### src/rtl/cdc_pkg.sv
// ---------------------------------------------------------------------------
// cdc_pkg
// Shared types for the four-phase req/ack CDC handshake controllers.
// The source-side and destination-side controllers both use hs_state_e,
// so the two ends of a link describe their phases with the same names.
// ---------------------------------------------------------------------------
package cdc_pkg;

    typedef enum logic [1:0] {
        HS_IDLE    = 2'd0,
        HS_REQ     = 2'd1,
        HS_RELEASE = 2'd2
    } hs_state_e;

endpackage

### src/rtl/synchronizer_2ff.sv
// ---------------------------------------------------------------------------
// synchronizer_2ff
// Two-flop synchronizer that brings an asynchronous level into clk_i.
// Each bit is synchronized independently, so only use DATA_WIDTH > 1 for
// bits that do not need to be seen coherently.
//
// Ports:
//   clk_i   destination clock
//   rst_ni  asynchronous active-low reset, both flops clear to 0
//   d_i     asynchronous input level
//   q_o     synchronized level, two clk_i edges after d_i settles
// ---------------------------------------------------------------------------
module synchronizer_2ff #(
    parameter int DATA_WIDTH = 1
) (
    input  logic                  clk_i,
    input  logic                  rst_ni,
    input  logic [DATA_WIDTH-1:0] d_i,
    output logic [DATA_WIDTH-1:0] q_o
);

    logic [DATA_WIDTH-1:0] sync_p0;
    logic [DATA_WIDTH-1:0] sync_p1;

    // p0 may go metastable; p1 gives it a full cycle to resolve
    always_ff @(posedge clk_i or negedge rst_ni) begin
        if (!rst_ni) begin
            sync_p0 <= '0;
            sync_p1 <= '0;
        end else begin
            sync_p0 <= d_i;
            sync_p1 <= sync_p0;
        end
    end

    assign q_o = sync_p1;

endmodule

### src/rtl/cdc_hs_src_ctrl.sv
// ---------------------------------------------------------------------------
// cdc_hs_src_ctrl
// Source side of a four-phase req/ack handshake carrying a DATA_WIDTH word
// into an unrelated clock domain. A word accepted on valid_i/ready_o is held
// on data_o for the whole handshake; req_o is raised, the FSM waits for the
// synchronized acknowledge to rise, drops req_o, then waits for it to fall.
// A phase that waits TIMEOUT_CYCLES without progress sets a sticky flag, but
// the FSM keeps waiting: a half-finished four-phase handshake cannot be
// unwound safely from one side.
//
// Ports:
//   clk_i          source-domain clock
//   rst_ni         asynchronous active-low reset
//   valid_i        word available on data_i
//   ready_o        idle, a word will be accepted
//   data_i         word to transfer
//   data_o         held word, stable while req_o or the acknowledge is high
//   req_o          registered request to the destination domain
//   ack_i          destination acknowledge, asynchronous to clk_i
//   busy_o         handshake in progress
//   timeout_o      sticky overdue-acknowledge flag
//   clr_timeout_i  clears timeout_o (a same-cycle set wins)
//   xfer_cnt_o     completed transfers, wraps
// ---------------------------------------------------------------------------
module cdc_hs_src_ctrl
    import cdc_pkg::*;
#(
    parameter int DATA_WIDTH     = 8,
    parameter int TIMEOUT_CYCLES = 64,
    parameter int CNT_WIDTH      = 16
) (
    input  logic                  clk_i,
    input  logic                  rst_ni,
    input  logic                  valid_i,
    output logic                  ready_o,
    input  logic [DATA_WIDTH-1:0] data_i,
    output logic [DATA_WIDTH-1:0] data_o,
    output logic                  req_o,
    input  logic                  ack_i,
    output logic                  busy_o,
    output logic                  timeout_o,
    input  logic                  clr_timeout_i,
    output logic [CNT_WIDTH-1:0]  xfer_cnt_o
);

    // A zero TIMEOUT_CYCLES disables the timeout; keep the counter one bit
    // wide so the declarations stay legal.
    localparam int TMO_W = (TIMEOUT_CYCLES > 0) ? $clog2(TIMEOUT_CYCLES + 1) : 1;
    localparam logic [TMO_W-1:0] TMO_MAX = TMO_W'(TIMEOUT_CYCLES);

    hs_state_e              state_q;
    hs_state_e              state_d;
    logic                   accept;
    logic                   xfer_done;
    logic                   ack_sync;
    logic                   req_q;
    logic [DATA_WIDTH-1:0]  data_q;
    logic [TMO_W-1:0]       tmo_cnt_q;
    logic [TMO_W-1:0]       tmo_cnt_d;
    logic                   tmo_set;
    logic                   tmo_q;
    logic [CNT_WIDTH-1:0]   xfer_cnt_q;

    synchronizer_2ff #(
        .DATA_WIDTH (1)
    ) u_ack_sync (
        .clk_i  (clk_i),
        .rst_ni (rst_ni),
        .d_i    (ack_i),
        .q_o    (ack_sync)
    );

    always_comb begin
        state_d   = state_q;
        accept    = 1'b0;
        xfer_done = 1'b0;
        case (state_q)
            HS_IDLE: begin
                if (valid_i) begin
                    state_d = HS_REQ;
                    accept  = 1'b1;
                end
            end
            HS_REQ: begin
                if (ack_sync) begin
                    state_d = HS_RELEASE;
                end
            end
            HS_RELEASE: begin
                if (!ack_sync) begin
                    state_d   = HS_IDLE;
                    xfer_done = 1'b1;
                end
            end
            default: begin
                state_d = HS_IDLE;
            end
        endcase
    end

    // Phase timer: restarts on every state change, counts only while a
    // handshake phase is waiting, and sticks at TMO_MAX.
    always_comb begin
        tmo_cnt_d = tmo_cnt_q;
        if (state_d != state_q) begin
            tmo_cnt_d = '0;
        end else if ((state_q != HS_IDLE) && (tmo_cnt_q != TMO_MAX)) begin
            tmo_cnt_d = tmo_cnt_q + TMO_W'(1);
        end
    end

    // Fires only on the cycle the limit is first reached, so a clear issued
    // later while the counter sits saturated is not immediately undone.
    assign tmo_set = (TIMEOUT_CYCLES != 0) && (tmo_cnt_d == TMO_MAX) &&
                     (tmo_cnt_q != TMO_MAX);

    always_ff @(posedge clk_i or negedge rst_ni) begin
        if (!rst_ni) begin
            state_q    <= HS_IDLE;
            req_q      <= 1'b0;
            data_q     <= '0;
            tmo_cnt_q  <= '0;
            tmo_q      <= 1'b0;
            xfer_cnt_q <= '0;
        end else begin
            state_q   <= state_d;
            // Registered from next state so req_o has no combinational path
            req_q     <= (state_d == HS_REQ);
            tmo_cnt_q <= tmo_cnt_d;
            if (accept) begin
                data_q <= data_i;
            end
            if (tmo_set) begin
                tmo_q <= 1'b1;
            end else if (clr_timeout_i) begin
                tmo_q <= 1'b0;
            end
            if (xfer_done) begin
                xfer_cnt_q <= xfer_cnt_q + CNT_WIDTH'(1);
            end
        end
    end

    assign ready_o    = (state_q == HS_IDLE);
    assign busy_o     = (state_q != HS_IDLE);
    assign req_o      = req_q;
    assign data_o     = data_q;
    assign timeout_o  = tmo_q;
    assign xfer_cnt_o = xfer_cnt_q;

endmodule

### config.mk
export PLATFORM = sky130hd
export DESIGN_NAME = cdc_hs_src_ctrl
export DESIGN_NICKNAME = d
export VERILOG_FILES = /design/src/rtl/cdc_pkg.sv /design/src/rtl/synchronizer_2ff.sv /design/src/rtl/cdc_hs_src_ctrl.sv
export SDC_FILE = /design/constraint.sdc
export NUM_CORES = 1
export LEC_CHECK = 0
export ABC_AREA = 0
export CAP_MARGIN = 0
export CORE_MARGIN = 2
export CORE_UTILIZATION = 44
export CTS_CLUSTER_DIAMETER = 100
export DETAILED_ROUTE_END_ITERATION = 8
export PLACE_DENSITY_LB_ADDON = 0.15
export SETUP_SLACK_MARGIN = 0.15
export SLEW_MARGIN = 20
export SYNTH_ARGS = -nofsm -noshare
export SYNTH_HDL_FRONTEND = slang
export SYNTH_SLANG_ARGS = --single-unit
### constraint.sdc
create_clock -name clk_i -period 1.8 [get_ports clk_i]
set_clock_uncertainty 0.15 [all_clocks]
set_input_delay 0.54 -clock clk_i [delete_from_list [all_inputs] [get_ports clk_i]]
set_output_delay 0.54 -clock clk_i [all_outputs]
set_load 0.05 [all_outputs]
# Word-level counts from Yosys, hierarchy flattened
# Cells that the tools add are included.
# op_classes
add_sub_neg	2
n_eq_ne	6
muxes	12
n_reduce_logical	5
# op_table
cell	count
adder 16 x 1 -> 16 bit, second input constant	1
two-way mux 7 bit	2
adder 7 x 1 -> 7 bit, second input constant	1
== test 7 bit, second input constant	1
inequality test 7 bit, second input constant	1
two-way mux 1 bit	6
two-way mux 2 bit	3
one-hot mux 2 bit (3 select lines)	1
== test 2 x 1 -> 1 bit, second input constant	2
nonzero test 2 bit	2
== test 2 bit, second input constant	1
logical AND 1 bit	2
zero test 2 bit	1
inequality test 2 bit	1
# word_totals
regBits	37
in_bits	13
output_inout_bits	28
wordCells	33

# Logic depth before layout (Yosys ltp)
# Gate-level depths: netlist of run 1.
# depth
depth_word	7
depth_mapped	6
ltp_nobuf	6

# Hierarchy
# From an unflattened synthesis of run 1, not the netlist that was laid out.
# unflattened
cells_unflattened	143
area_unflattened_um2	1766.7
# modules_own_cells
mod	instances	cells_each	area_per_inst_um2	seq_area_each_um2
cdc_hs_src_ctrl	1	141	1716.6	875.8
synchronizer_2ff	1	2	50.0	50.0

# Least setup slack after synthesis of run 1
# OpenSTA, ideal clock, no wires.
# synth_path
path_type	register to register
from	register state_q[1]
to	register tmo_cnt_q[1]
setup_ns	0.135
arrival_ns	1.800
required_ns	1.515
setup_slack_ns	-0.285
stages_incl_launch_ff	7
path_buffers	1
period_less_slack_ns	2.085
path_cell_list	dfrtp_1 buf_2 or2_2 inv_1 a41o_1 mux2i_1 nor2_1
# synth_via
elab_chain_len	4
# synth_lines
item	line	text
start, declared	cdc_hs_src_ctrl.sv:51	hs_state_e state_q;
start signal, assigned	cdc_hs_src_ctrl.sv:126	state_q <= state_d;
nonzero test 2 bit	n/a	
named net busy_o	cdc_hs_src_ctrl.sv:40	output logic busy_o,
logical AND 1 bit	cdc_hs_src_ctrl.sv:107	end else if ((state_q != HS_IDLE) && (tmo_cnt_q != TMO_MAX)) begin
two-way mux 7 bit	cdc_hs_src_ctrl.sv:107	
two-way mux 7 bit	cdc_hs_src_ctrl.sv:105	if (state_d != state_q) begin
named net tmo_cnt_d[1]	cdc_hs_src_ctrl.sv:59	logic [TMO_W-1:0] tmo_cnt_d;
end signal, assigned	cdc_hs_src_ctrl.sv:129	tmo_cnt_q <= tmo_cnt_d;
end, declared	cdc_hs_src_ctrl.sv:58	logic [TMO_W-1:0] tmo_cnt_q;
# The timed path passes the listed nets, and every way through them passes these cells.
# A chain may end at the register's enable or synchronous reset.

# Final worst setup path of run 1
# layout_path
from	register state_q[0]
to	output ready_o
# layout_via
elab_chain_len	1
# layout_lines
item	line	text
zero test 2 bit	cdc_hs_src_ctrl.sv:144	assign ready_o = (state_q == HS_IDLE);
end, declared	cdc_hs_src_ctrl.sv:35	output logic ready_o,
# No other way between the ends.

==> impl_metrics.json, run 1 <==
{
  "final_nets": 236,
  "totalWireLength_um": 4870,
  "grt_pass1_vias": 1487,
  "first_pass_iters": 4,
  "place_congestion": 0.873,
  "criticalPathCategory": "register to primary output",
  "start_util": 0.463,
  "grt_max_degree": 38,
  "startpoint_type": "register",
  "fp.dieW_um": 66.3,
  "synth_area_mm2": 0.00171,
  "maxCapViolCount": 0,
  "rsz0062_at_grt": "true",
  "grt_use_total": 0.224,
  "ys_ff_latch": 37,
  "slew_violations": 0,
  "vdd_drop_max_mv": 1.33,
  "timing.rr.start": "state_q[1]$_DFF_PN0_",
  "grt-ovfl-total": 0,
  "clock.fmax_mhz": 512,
  "holdWs_ns": 0.129,
  "routedWlPerCell_um": 18.1,
  "tightest_slew_ns": 0.477,
  "numCtsBuffers": 5,
  "finalSetupViolCount": 7,
  "synth_area_per_cell_um2": 11.5,
  "regArea_um2": 942,
  "fin_crit_sh": 1.08,
  "cp_max_fo": 3,
  "hold_class": "primary input to asynchronous set/reset pin",
  "synth_area_leaders": "dfrtp_1 54%, xnor2_1 7.7%, mux2_2 5.9%",
  "root_buffer": "clkbuf_8",
  "drtIter0Drc": 66,
  "yosys_warnings": 0,
  "antenna_found_initial": 0,
  "period_needed_ns": 1.95,
  "final.setup.worst_slack_ns": -0.152,
  "placement.io_buffers": 40,
  "rows": 22,
  "outcome": "finished with violations",
  "dpl.cell_count": 245,
  "n_antenna_cell": 0,
  "drive_above_1_share": 0.566,
  "clock_latency_ns": 0.29,
  "die_h_um": 66.3,
  "dr_total_vias": 1477,
  "violations": "setup timing",
  "cts_tree": "built",
  "crit_required_ns": 1.11,
  "ys_seq_area_frac": 0.542,
  "fin_cells": 269,
  "crit_arrival_ns": 1.26,
  "r2r_cells": 6,
  "hpwl_um": 2750,
  "tns_ns": -0.554,
  "finalHoldViolCount": 0,
  "rr_endpoint": "xfer_cnt_o[13]$_DFFE_PN0P_",
  "syn_nets": 164,
  "cts_hold_buf": 0,
  "syn2layout_area_growth_pct": 77.3,
  "htreeDepth": 2,
  "viasPerCell": 5.49,
  "synth_top_area_share": 0.542,
  "ys_types": 37,
  "maxSlewHeadroom": 0.682,
  "pwr_density_cell_mw_per_mm2": 1570,
  "drc": 0,
  "syn_inst": 148,
  "clock_sinks": 37,
  "clk_pin_slew_ns": 0.07,
  "ant_nets": 0,
  "fp.dieArea_mm2": 0.00440,
  "num_io_pins": 41,
  "r2r_slack_ns": -0.09,
  "grt_pass1_wl_um": 7250,
  "synth_area_leader_cell": "dfrtp_1",
  "p_leak_nw": 1.29,
  "multi_input_area_um2": 981,
  "coreArea_mm2": 0.00369,
  "cts_buffer_depth": 2,
  "endpoint_kind": "primary output",
  "fillCellCount": 203
}
sequential cells by signal, indices dropped and copies added, names as in the netlist:
| name | cells |
|---|---|
| timeout_o | 1 |
| state_q | 2 |
| u_ack_sync.q_o | 1 |
| req_o | 1 |
| tmo_cnt_q | 7 |
| u_ack_sync.sync_p0 | 1 |
| xfer_cnt_o | 16 |
| data_o | 8 |
final cells by class:
cell class              count  area share
well taps                  48      0.0198
clock buffers               5      0.0227
clock inverters             3     0.00578
inverters                   8      0.0128
flip-flops and latches     37       0.311
multi-input cells         101       0.324
repair buffers             67       0.304
timing repair:
item / 4_1_cts / 5_1_grt
setup buffers: 8 / 8
endpoints found under the hold margin: 0 / 0
gates resized for setup: 38 / 26
setup endpoints to repair: 21 / 33
pin swaps: 17 / 9
worst max-delay path by stage:
stage                     slack, ns                  from                endpoint  cells past startpoint
after floorplan               -0.01  state_q[1]$_DFF_PN0_  tmo_cnt_q[2]$_DFF_PN0_                      6
after global placement        -0.19               valid_i   data_o[5]$_DFFE_PN0P_                      5
after detailed placement      -0.22               valid_i   data_o[7]$_DFFE_PN0P_                      5
after CTS                     -0.14  state_q[1]$_DFF_PN0_                 ready_o                      3
after global routing          -0.18  state_q[1]$_DFF_PN0_                 ready_o                      3
final                         -0.15  state_q[0]$_DFF_PN0_                 ready_o                      3
per-layer routing:
layer | wire, µm | GRT usage | up-vias
met2 | 2500 | 0.358 | 52
met5 | 0 | 0 | -
li1 | - | - | 663
met1 | 1980 | 0.267 | 745
met4 | 174 | 0.138 | 0
met3 | 217 | 0.0579 | 17
worst max-delay path: stages (launching register included):
cell	delay [ns]
dfrtp_2	0.44
or2_4	0.27
clkinvlp_4	0.12
buf_12	0.14
logic make-up after synthesis:
logic type,synth area share
fa+ha+maj,0.0220
buf+inv,0.0271
xor+xnor,0.0974
simple gates,0.165
compound gates,0.0761
flops,0.542
mux,0.0710
power by group:
| group | internal, W | switching (W) |
|---|---|---|
| combinational | 0.00146 | 0.00141 |
| clock | 0.000267 | 0.000300 |
| sequential | 0.00104 | 0.000276 |
| total | 0.00277 | 0.00199 |
cells in the mapped netlist (all sizes together):
| library cell | instances |
|---|---|
| a41o | 1 |
| nor4 | 1 |
| mux2i | 2 |
| dfrtp | 37 |
| or2 | 2 |
| o2111ai | 2 |
| o21ba | 1 |
| buf | 2 |
| nor2 | 10 |
| a211o | 1 |
| a21oi | 7 |
| o31ai | 2 |
| and4 | 1 |
| nand2b | 3 |
| or3 | 3 |
| nand3 | 7 |
| and2 | 1 |
| o21ai | 3 |
| nor3b | 1 |
| and3 | 2 |
| or3b | 1 |
| nor3 | 2 |
| a32o | 1 |
| ha | 3 |
| nand4 | 3 |
| xnor2 | 15 |
| o221ai | 1 |
| nand2 | 11 |
| xor2 | 4 |
| or4 | 1 |
| mux2 | 9 |
| inv | 8 |
placed cells by master, fill, tap and decap left out, drive strengths merged, types with 2 or more instances in the layout:
master / instances
or3: 3
clkinvlp: 2
nand4: 3
xor2: 4
nor2: 10
a21oi: 7
xnor2: 15
inv: 7
o2111ai: 2
clkbuf: 5
clkinv: 2
dfrtp: 37
nand3: 7
mux2: 9
o21ai: 3
nor3: 2
buf: 56
o31ai: 2
mux2i: 2
nand2: 11
clkdlybuf4s50: 10
nand2b: 3
and3: 2
ha: 3
or2: 2
stage by stage:
stage / instance area, µm² / setup WS, ns / utilization / power [W]
finish: 3030 / -0.152 / 0.822 / 0.00476
global route: 3030 / -0.182 / 0.822 / 0.00496
CTS: 2850 / -0.141 / 0.772 / 0.00454
detailed placement: 2560 / -0.222 / 0.694 / 0.00364
global placement: 2560 / -0.189 / 0.694 / 0.00356
floorplan: 1760 / -0.0132 / - / 0.00250
No activity file was read; power rests on OpenSTA's default activity.
==> run 2, diff against run 1 <==
CORE_MARGIN = 8   (was 2)
SKIP_LAST_GASP = 1   (was default)
==> impl_metrics.json, run 2 (synthesis results as in run 1) <==
{
  "outcome": "finished with violations",
  "violations": "setup timing",
  "design_area_mm2": 0.00310,
  "num_io_pins": 41,
  "place_congestion": 0.843,
  "die_h_um": 78.3,
  "rows": 22,
  "largest_reg_flops": 16,
  "criticalPathCategory": "register to primary output",
  "rr_endpoint": "xfer_cnt_o[7]$_DFFE_PN0P_",
  "slew_violations": 0,
  "crit_slowest_cell": "dfrtp_2",
  "clock_latency_ns": 0.29,
  "root_buffer": "clkbuf_8",
  "grt-ovfl-total": 0,
  "crit_family": "flip-flops",
  "timing.rr.start": "state_q[0]$_DFF_PN0_",
  "final_nets": 236,
  "placement.io_buffers": 40,
  "start_util": 0.463,
  "viasPerCell": 5.45,
  "maxCapViolCount": 0,
  "clk_pin_slew_ns": 0.07,
  "internal_power_w": 0.00292,
  "final_cell_mix": "28 x buf_12, 25 x dfrtp_1, 14 x buf_6",
  "r2r_slack_ns": -0.11,
  "dr_total_vias": 1467,
  "n_antenna_cell": 0,
  "cts_tree": "built",
  "grt_pass1_wl_um": 7890,
  "startpoint_type": "register",
  "totalWireLength_um": 5240,
  "syn2layout_area_growth_pct": 81.4,
  "p_leak_nw": 1.33,
  "drive_above_1_share": 0.584,
  "placed_area_mm2": 0.00257,
  "clock_sinks": 37,
  "maxSlewHeadroom": 0.684,
  "tightest_slew_ns": 0.474,
  "crit_arrival_ns": 1.23,
  "grt_max_degree": 38,
  "ant_nets": 0,
  "netSwitchingFraction": 0.410,
  "grt_pass1_vias": 1561,
  "pwr_density_cell_mw_per_mm2": 1600,
  "clock.fmax_mhz": 520,
  "cp_max_fo": 3,
  "fp.dieArea_mm2": 0.00613,
  "rsz0062_at_grt": "true",
  "combPwrFrac": 0.613,
  "path_cells": "or2_4 > clkinvlp_4 > buf_12",
  "period_needed_ns": 1.92,
  "routedWlPerCell_um": 19.5,
  "crit_required_ns": 1.11,
  "antenna_found_initial": 0,
  "htreeDepth": 2,
  "p_switching_w": 0.00203,
  "grt_use_total": 0.160,
  "seq_power_share": 0.269,
  "finalSetupViolCount": 20,
  "final.setup.worst_slack_ns": -0.123,
  "endpoint_kind": "primary output",
  "drtIter0Drc": 97,
  "p_clk_frac": 0.118,
  "critPathBufInv": 2,
  "vdd_drop_max_mv": 1.31,
  "finalHoldViolCount": 0,
  "holdWs_ns": 0.145,
  "hpwl_um": 3090,
  "numCtsBuffers": 5,
  "r2r_cells": 7,
  "cts_buffer_depth": 2,
  "fp.dieW_um": 78.3,
  "fin_crit_sh": 1.07,
  "fillCellCount": 181,
  "drc": 0,
  "hold_class": "primary input to asynchronous set/reset pin",
  "coreArea_mm2": 0.00369,
  "max_stage_delay_ns": 0.42,
  "first_pass_iters": 4,
  "final_common_cell": "buf_12"
}
==> run 2: layer usage <==
metal,global-route usage,wire length (µm)
met4,0.0611,131
met2,0.273,2740
met3,0.0535,269
met5,0,0
met1,0.179,2100
==> run 2: metrics by stage <==
stage / setup slack (ns) / power [W] / setup TNS, ns / instances / utilization
after global routing: -0.172 / 0.00515 / -2.23 / 269 / 0.841
after detailed placement: -0.207 / 0.00366 / -1.99 / 247 / 0.698
after global placement: -0.173 / 0.00359 / -1.43 / 247 / 0.698
after floorplan: -0.0132 / 0.00250 / -0.0230 / 148 / -
after CTS: -0.105 / 0.00457 / -0.466 / 264 / 0.777
final: -0.123 / 0.00495 / -1.30 / 269 / 0.841
==> run 2: cell type report <==
type	instances	area, µm²	area share
clock buffer	8	90.1	0.0291
inverter	8	36.3	0.0117
multi-input combinational	101	1040	0.336
sequential	37	941	0.303
tap	48	60.1	0.0194
timing repair buffer	67	931	0.300
==> run 2: what timing repair did <==
item / in CTS / in global routing
buffers inserted: 9 / 5
gates resized for setup: 35 / 39
pin swaps: 15 / 19
endpoints found under the setup margin: 22 / 36
hold buffers: 0 / 0
==> run 2: power by group through the flow <==
stage	clock network [W]	registers [W]	logic, W
2_1_floorplan	0	0.00173	0.000776
3_3_place_gp	0	0.00132	0.00226
3_5_place_dp	0	0.00134	0.00231
4_1_cts	0.000604	0.00131	0.00266
5_1_grt	0.000638	0.00135	0.00316
6_report	0.000585	0.00133	0.00304
==> run 2: worst max-delay path by stage <==
stage | from | to | slack [ns] | cells past startpoint
2_1_floorplan | state_q[1]$_DFF_PN0_ | tmo_cnt_q[2]$_DFF_PN0_ | -0.01 | 6
3_3_place_gp | valid_i | data_o[0]$_DFFE_PN0P_ | -0.17 | 5
3_5_place_dp | valid_i | data_o[7]$_DFFE_PN0P_ | -0.21 | 5
4_1_cts | state_q[0]$_DFF_PN0_ | ready_o | -0.11 | 3
5_1_grt | state_q[0]$_DFF_PN0_ | xfer_cnt_o[7]$_DFFE_PN0P_ | -0.17 | 7
6_report | state_q[0]$_DFF_PN0_ | ready_o | -0.12 | 3
